==> config.mk <==
export PLATFORM = sky130hd
export DESIGN_NAME = fp_mult_arbiter
export DESIGN_NICKNAME = d
export VERILOG_FILES = /design/src/rtl/fp_mult_arbiter.sv
export SDC_FILE = /design/constraint.sdc
export NUM_CORES = 1
export LEC_CHECK = 0
export CAP_MARGIN = 20
export CORE_AREA = 3 3 172 174
export CTS_CLUSTER_SIZE = 25
export DETAILED_ROUTE_END_ITERATION = 12
export DIE_AREA = 0 0 175 177
export PLACE_DENSITY = 0.54
export SKIP_LAST_GASP = 1
export SYNTH_ARGS = -nofsm -noshare
export SYNTH_HDL_FRONTEND = slang
export SYNTH_SLANG_ARGS = --single-unit
==> constraint.sdc <==
create_clock -name clk -period 6.3 [get_ports clk]
set_input_delay 0.945 -clock clk [delete_from_list [all_inputs] [get_ports clk]]
set_output_delay 0.945 -clock clk [all_outputs]
set_load 0.1 [all_outputs]
==> src/rtl/fp_mult_arbiter.sv <==
// Round-robin front end that shares one pipelined fp_mult_top among NREQ clients.
// Results are routed back by a tag pipeline that tracks the multiplier latency.
module fp_mult_arbiter #(
  parameter int NREQ = 4,
  parameter int LAT  = 3
) (
  input  logic                 clk,
  input  logic                 rst,
  input  logic [NREQ-1:0]      req_valid,
  output logic [NREQ-1:0]      req_ready,
  input  logic [32*NREQ-1:0]   req_a,
  input  logic [32*NREQ-1:0]   req_b,
  input  logic [3*NREQ-1:0]    req_rnd,
  output logic [31:0]          mul_a,
  output logic [31:0]          mul_b,
  output logic [2:0]           mul_rnd,
  input  logic [31:0]          mul_z,
  input  logic [7:0]           mul_status,
  output logic [NREQ-1:0]      rsp_valid,
  output logic [31:0]          rsp_z,
  output logic [7:0]           rsp_status,
  input  logic                 drain,
  output logic                 idle,
  output logic [15:0]          issue_cnt
);

  localparam int IDW = (NREQ > 2) ? $clog2(NREQ) : 1;

  logic [IDW-1:0]  ptr_q, ptr_d;
  logic [IDW-1:0]  gnt_id_s;
  logic [IDW-1:0]  idx_s;
  logic [IDW:0]    sum_s;
  logic            found_s;
  logic [NREQ-1:0] gnt_s;
  logic            hs_s;

  logic [31:0]     mul_a_q, mul_a_d;
  logic [31:0]     mul_b_q, mul_b_d;
  logic [2:0]      mul_rnd_q, mul_rnd_d;
  logic [15:0]     cnt_q, cnt_d;

  // Stage 0 is loaded alongside the operand registers; stage LAT lines up with mul_z.
  logic [LAT:0]    tag_v_q, tag_v_d;
  logic [IDW-1:0]  tag_id_q [LAT+1];
  logic [IDW-1:0]  tag_id_d [LAT+1];

  logic [NREQ-1:0] rsp_valid_s;

  // Round-robin scan starting at ptr; the first valid requester wins.
  always_comb begin
    gnt_s    = '0;
    gnt_id_s = '0;
    found_s  = 1'b0;
    sum_s    = '0;
    idx_s    = '0;
    for (int k = 0; k < NREQ; k++) begin
      sum_s = {1'b0, ptr_q} + (IDW+1)'(k);
      if (sum_s >= (IDW+1)'(NREQ)) begin
        sum_s = sum_s - (IDW+1)'(NREQ);
      end else begin
        sum_s = sum_s;
      end
      idx_s = sum_s[IDW-1:0];
      if (!found_s && req_valid[idx_s]) begin
        found_s       = 1'b1;
        gnt_s[idx_s]  = 1'b1;
        gnt_id_s      = idx_s;
      end else begin
        found_s = found_s;
      end
    end
    if (drain || rst) begin
      gnt_s = '0;
    end else begin
      gnt_s = gnt_s;
    end
  end

  // Next-state: capture the granted slice, advance the pointer, shift the tag pipe.
  always_comb begin
    hs_s      = |gnt_s;
    mul_a_d   = mul_a_q;
    mul_b_d   = mul_b_q;
    mul_rnd_d = mul_rnd_q;
    ptr_d     = ptr_q;
    cnt_d     = cnt_q;
    tag_v_d   = {tag_v_q[LAT-1:0], hs_s};
    tag_id_d[0] = gnt_id_s;
    for (int s = 1; s <= LAT; s++) begin
      tag_id_d[s] = tag_id_q[s-1];
    end
    if (hs_s) begin
      for (int i = 0; i < NREQ; i++) begin
        if (gnt_s[i]) begin
          mul_a_d   = req_a[32*i +: 32];
          mul_b_d   = req_b[32*i +: 32];
          mul_rnd_d = req_rnd[3*i +: 3];
        end else begin
          mul_a_d = mul_a_d;
        end
      end
      ptr_d = (gnt_id_s == IDW'(NREQ-1)) ? '0 : gnt_id_s + IDW'(1);
      cnt_d = cnt_q + 16'd1;
    end else begin
      ptr_d = ptr_q;
    end
  end

  // State registers with synchronous reset.
  always_ff @(posedge clk) begin
    if (rst) begin
      ptr_q     <= '0;
      mul_a_q   <= 32'h0000_0000;
      mul_b_q   <= 32'h0000_0000;
      mul_rnd_q <= 3'b000;
      cnt_q     <= 16'h0000;
      tag_v_q   <= '0;
      for (int s = 0; s <= LAT; s++) begin
        tag_id_q[s] <= '0;
      end
    end else begin
      ptr_q     <= ptr_d;
      mul_a_q   <= mul_a_d;
      mul_b_q   <= mul_b_d;
      mul_rnd_q <= mul_rnd_d;
      cnt_q     <= cnt_d;
      tag_v_q   <= tag_v_d;
      for (int s = 0; s <= LAT; s++) begin
        tag_id_q[s] <= tag_id_d[s];
      end
    end
  end

  // Route the completing result to its owner; suppressed while reset is applied.
  always_comb begin
    rsp_valid_s = '0;
    if (tag_v_q[LAT] && !rst) begin
      rsp_valid_s[tag_id_q[LAT]] = 1'b1;
    end else begin
      rsp_valid_s = '0;
    end
  end

  assign req_ready  = gnt_s;
  assign mul_a      = mul_a_q;
  assign mul_b      = mul_b_q;
  assign mul_rnd    = mul_rnd_q;
  assign rsp_valid  = rsp_valid_s;
  assign rsp_z      = mul_z;
  assign rsp_status = mul_status;
  assign idle       = ~(|tag_v_q);
  assign issue_cnt  = cnt_q;

endmodule

==> out/qor.csv, run 1 <==
metric,value,unit
status,finished clean,
top cell type's share of synthesized area,0.3215,
"Max FO, Critical Path",15,
first-pass GRT wire length,37250,um
sequential area share after synthesis,0.3215,
WHS,442.1,ps
vias in the first global route,6117,
RD Place Congestion,0.8140,
cells after synthesis,630,
worst min path class,register to register,
total global-route track usage,0.1555,
Area growth syn-to-layout,65.74,%
Die X,175,um
Final Cycle Share,0.8074,
Crit Path Class,register to output pin,
total CTS buffers,9,
Syn. warnings,0,
compound-cell area share of the yosys netlist,0.3273,
setup bufs post-CTS,0,
Post-Syn Nets,953,
first-pass detailed-route iteration total,7,
post-synth top area cell,dfxtp_1,
Post-DRT Antenna Nets,0,
# nets final,1236,
data required time of the worst path,5350,ps
synthesized cell area,6041,um^2
Starting Density,0.2163,
Worst-path clk slew,80,ps
met2 WL,13110,um
worst hold path cell count,1,
port bufs,366,
clk_skew,17.09,ps
initial drt markers,321,
Main synth FF type,dfxtp_1,
Cells after DPL,1280,
CP Launch Type,register,
synthesis-stage register bit count,97,
Detailed Route WL,25670,um
# clock sinks,97,
Final Setup Violations,0,
Worst-Skew Late Latency,360,ps
crit end category,output pin,
initial antenna violation count,0,
largest net degree at the start of global routing,76,
Multi-input gate area,3478,um^2
Slew @ Worst Pin,1105,ps
Worst Hold Endpoint,tag_id_q[2][0],
wl on met1,10250,um
Synth Area in Adders,0.01657,
CTS tree,done,
Arrival @ worst endpoint,4140,ps
maximum VDD drop,0.2500,mV
ANT cells,0,
largest family of logic cells by synthesized area,compound AO/OA/AOI/OAI gates,
"Remaining Overflow, GRT",0,
reg2reg end,mul_b[4],
top-count cell post-synth,dfxtp_1,
MaxCap Viol Count,0,
slew margin rel.,0.2613,
post-synthesis cell type count,58,
Period minus WS final,5087,ps
routed via count,6232,
"Cell Count, Final, Fillers Out",1296,
final hold viol count,0,
die footprint,30980,um^2
Root Driver,clkbuf_16,
CTS resizes,0,
reg2reg path depth,11,
RSZ-0062 raised after global routing,no,
Max Clock Freq,0.1966,GHz
mux share of post-synthesis cell area,0.1477,
Top Metal Used,met4,
DRC,0,
cts hold-fix bufs,0,
Mean Syn Cell Area,9.589,um^2
"top cells by count, synth","97 x dfxtp_1, 54 x o21ai_0, 52 x mux2i_1, 49 x a21oi_1, 49 x a22o_1",
routed len/inst,19.80,um
vias per cell,4.809,
core area,27930,um^2
DR WL met3,1982,um
slack of the worst reg-to-reg path,1990,ps
share of cells above drive strength 1,0.1187,
setup TNS,0,ps
"EDFF count, synth",0,
post-DP HPWL,19350,um
simple-gate area share of the yosys netlist,0.07291,
row count,61,
count of final max-slew check failures,0,
Die Span Y,177,um
# fillers,2898,
Reg area,1942,um^2
Power Density,472.3,nW/um^2
leak pwr,3.921,nW
asr flop ratio synth,0,
deepest clock path buffer count,2,
XOR/XNOR share of the synthesized area,0.007249,
# IOs,447,
HP Start,tag_id_q[1][0],
H-tree Lvls,3,
top post-synthesis cells by area,"dfxtp_1 32%, mux2i_1 8.6%, o221a_2 8.4%, a22o_1 7.1%, buf_4 5.3%",
==> layout make-up <==
| type | instances | area share |
|---|---|---|
| tap | 378 | 0.04724 |
| timing repair buffer | 375 | 0.3747 |
| clock buffer | 9 | 0.02249 |
| inverter | 9 | 0.003624 |
| clock inverter | 7 | 0.01062 |
| multi-input combinational | 421 | 0.3474 |
| sequential | 97 | 0.1940 |
==> metrics by stage <==
stage	area, um^2	utilization	setup slack, ps	power [mW]
floorplan	6041	-	854.2	3.404
global placement	9681	0.3465	1386	4.119
detailed placement	9681	0.3465	1363	4.116
CTS	10010	0.3584	1149	4.789
global route	10010	0.3584	869.2	4.988
finish	10010	0.3584	1213	4.728
==> report_power, final <==
part	total [mW]	switching (mW)	internal, mW
clock	0.643	0.286	0.357
sequential	0.931	0.120	0.811
combinational	3.15	2.16	0.994
total	4.73	2.57	2.16
==> worst max-delay path, stage by stage, from the launching register on <==
cell,delay [ps]
dfxtp_1,660
inv_1,270
ha_1,480
or3b_2,500
a21boi_0,300
nand2b_1,190
nand2_1,70
a21oi_1,170
clkdlybuf4s50_1,1160
==> layer usage <==
metal	track usage	vias to the layer above
li1	-	3002
met1	0.1809	2935
met2	0.2801	277
met3	0.04311	18
met4	0.04289	0
met5	0	-
==> registers in the layout (all words and copies together) (netlist names), named ones only <==
name / cells
ptr_q: 1
mul_a: 32
tag_id_q: 8
mul_b: 32
tag_v_q: 4
mul_rnd: 3
issue_cnt: 16
==> kinds of logic after synthesis <==
kind of cell | count (synthesis)
AO/OA/AOI/OAI | 257
XOR/XNOR | 5
adder cells (fa/ha/maj) | 8
buffers and inverters | 112
flip-flops | 97
multiplexers | 76
AND/OR/NAND/NOR | 75
==> placed cells by master, fill, tap and decap left out, types with 5 or more instances in the layout <==
cell type / synthesis / final
clkbuf_16: 0 / 9
o21ai_0: 54 / 54
clkdlybuf4s50_1: 0 / 364
mux2_4: 18 / 18
ha_1: 8 / 8
a22o_1: 49 / 49
mux2i_1: 52 / 52
nor2b_1: 9 / 9
nor2_1: 9 / 9
buf_4: 43 / 9
nand2_1: 16 / 16
inv_1: 8 / 7
o211ai_1: 6 / 6
dfxtp_1: 97 / 97
o221a_2: 45 / 45
a222oi_1: 18 / 18
nand3_1: 6 / 5
o31ai_1: 7 / 7
a21oi_1: 49 / 48
==> worst max-delay path by stage <==
stage                       startpoint      endpoint  slack, ps  cells past startpoint
after CTS                     register  req_ready[0]       1150                      8
final                         register  req_ready[0]       1210                      8
after floorplan                    rst  rsp_valid[0]        850                      3
after detailed placement  req_valid[1]  req_ready[0]       1360                      6
after global routing          register  req_ready[0]        870                      8
after global placement    req_valid[1]  req_ready[0]       1390                      6
(Power assumes the default switching activity.)
==> inputs of run 2 (changes only) <==
Clock period 6.3 ns to 5 ns, I/O delays scaled along.
==> out/qor.csv, run 2 (synthesized netlist as in run 1, its figures left out) <==
metric,value,unit
CTS resizes,0,
port bufs,366,
"most common cell after layout, fill and taps aside",clkdlybuf4s50_1,
CP peak stage delay,570,ps
RD Place Congestion,0.7995,
Top Metal Used,met4,
slack of the worst reg-to-reg path,1050,ps
Worst-path clk slew,70,ps
vias per cell,4.785,
most frequent cells in the layout,"358 x clkdlybuf4s50_1, 97 x dfxtp_1, 54 x o21ai_0",
Slew @ Worst Pin,1118,ps
leak pwr,3.958,nW
Final Util,0.3602,
Cells after DPL,1289,
Root Driver,clkbuf_16,
post-DP HPWL,19550,um
Max Clock Freq,0.2406,GHz
Post-DP Area,9752,um^2
core area,27930,um^2
DR WL met3,1850,um
worst min path class,register to register,
initial drt markers,388,
Die Span Y,177,um
deepest clock path buffer count,2,
# IOs,447,
Final Cell Area,10060,um^2
DRC,0,
Crit Path Class,register to output pin,
Period minus WS final,4156,ps
largest net degree at the start of global routing,73,
Post-DRT Antenna Nets,0,
Worst-Skew Late Latency,350,ps
cell with the most instances on the worst path,inv_1,
routed via count,6244,
share of cells above drive strength 1,0.1348,
status,finished clean,
wl on met1,10520,um
clk_skew,12.39,ps
RSZ-0062 raised after global routing,no,
met2 WL,12590,um
"worst slack, placed",818.2,ps
fin worst setup slack,844.4,ps
first-pass GRT wire length,37520,um
worst path cell trace,inv_1 > ha_1 > or3b_2 > a21boi_0 > nor2_1 > o21a_4 > inv_1 > buf_4,
"Cell Count, Final, Fillers Out",1305,
vias in the first global route,6315,
ANT cells,0,
maximum VDD drop,0.2359,mV
row count,61,
setup TNS,0,ps
count of final max-slew check failures,0,
WHS,439.0,ps
H-tree Lvls,3,
# nets final,1245,
Final Cycle Share,0.8311,
cts hold-fix bufs,0,
CP Launch Type,register,
routed len/inst,19.65,um
# fillers,2891,
Starting Density,0.2163,
Power Density,590.3,nW/um^2
"Max FO, Critical Path",21,
slew margin rel.,0.2523,
Crit-path slowest cell,dfxtp_1,
crit end category,output pin,
Detailed Route WL,25650,um
MaxCap Viol Count,0,
total CTS buffers,9,
die footprint,30980,um^2
Area growth syn-to-layout,66.57,%
# clock sinks,97,
CTS tree,done,
Die X,175,um
"Remaining Overflow, GRT",0,
Final Setup Violations,0,
Final Power,5.940,mW
data required time of the worst path,4250,ps
final hold viol count,0,
setup bufs post-CTS,0,
total global-route track usage,0.1554,
initial antenna violation count,0,
first-pass detailed-route iteration total,6,
Arrival @ worst endpoint,3410,ps
run 2: layout make-up:
type	count	area, um^2	share of cell area
clock buffers	9	225.2	0.02238
clock inverters	7	85.08	0.008456
inverters	9	36.28	0.003606
multi-input cells	421	3485	0.3463
flip-flops and latches	97	1942	0.1930
well taps	378	473.0	0.04700
repair buffers	384	3816	0.3793
run 2: routing by layer:
layer,track usage,vias to the layer above
li1,-,3010
met5,0,-
met1,0.1881,2910
met3,0.04011,41
met4,0.05519,0
met2,0.2669,283
run 2: worst paths after layout:
path | to | from | cells past startpoint
min | tag_id_q[1][1] | tag_id_q[0][1] | 1
max | req_ready[1] | ptr_q[1] | 8
max reg2reg | mul_b[6] | ptr_q[1] | 11
min reg2reg | tag_id_q[1][1] | tag_id_q[0][1] | 1
run 2: critical path, delay by kind of cell (launching register included):
| family | cells | cell delay [ps] |
|---|---|---|
| and+or+nand+nor | 2 | 650 |
| DFF | 1 | 570 |
| AOI/OAI and AO/OA | 2 | 680 |
| buffers and inverters | 3 | 690 |
| adders and majority gates | 1 | 460 |
run 2: power by group:
part | switching [mW] | internal (mW)
Sequential | 0.145 | 1.02
Clock | 0.355 | 0.399
Combinational | 2.74 | 1.28
Total | 3.24 | 2.70
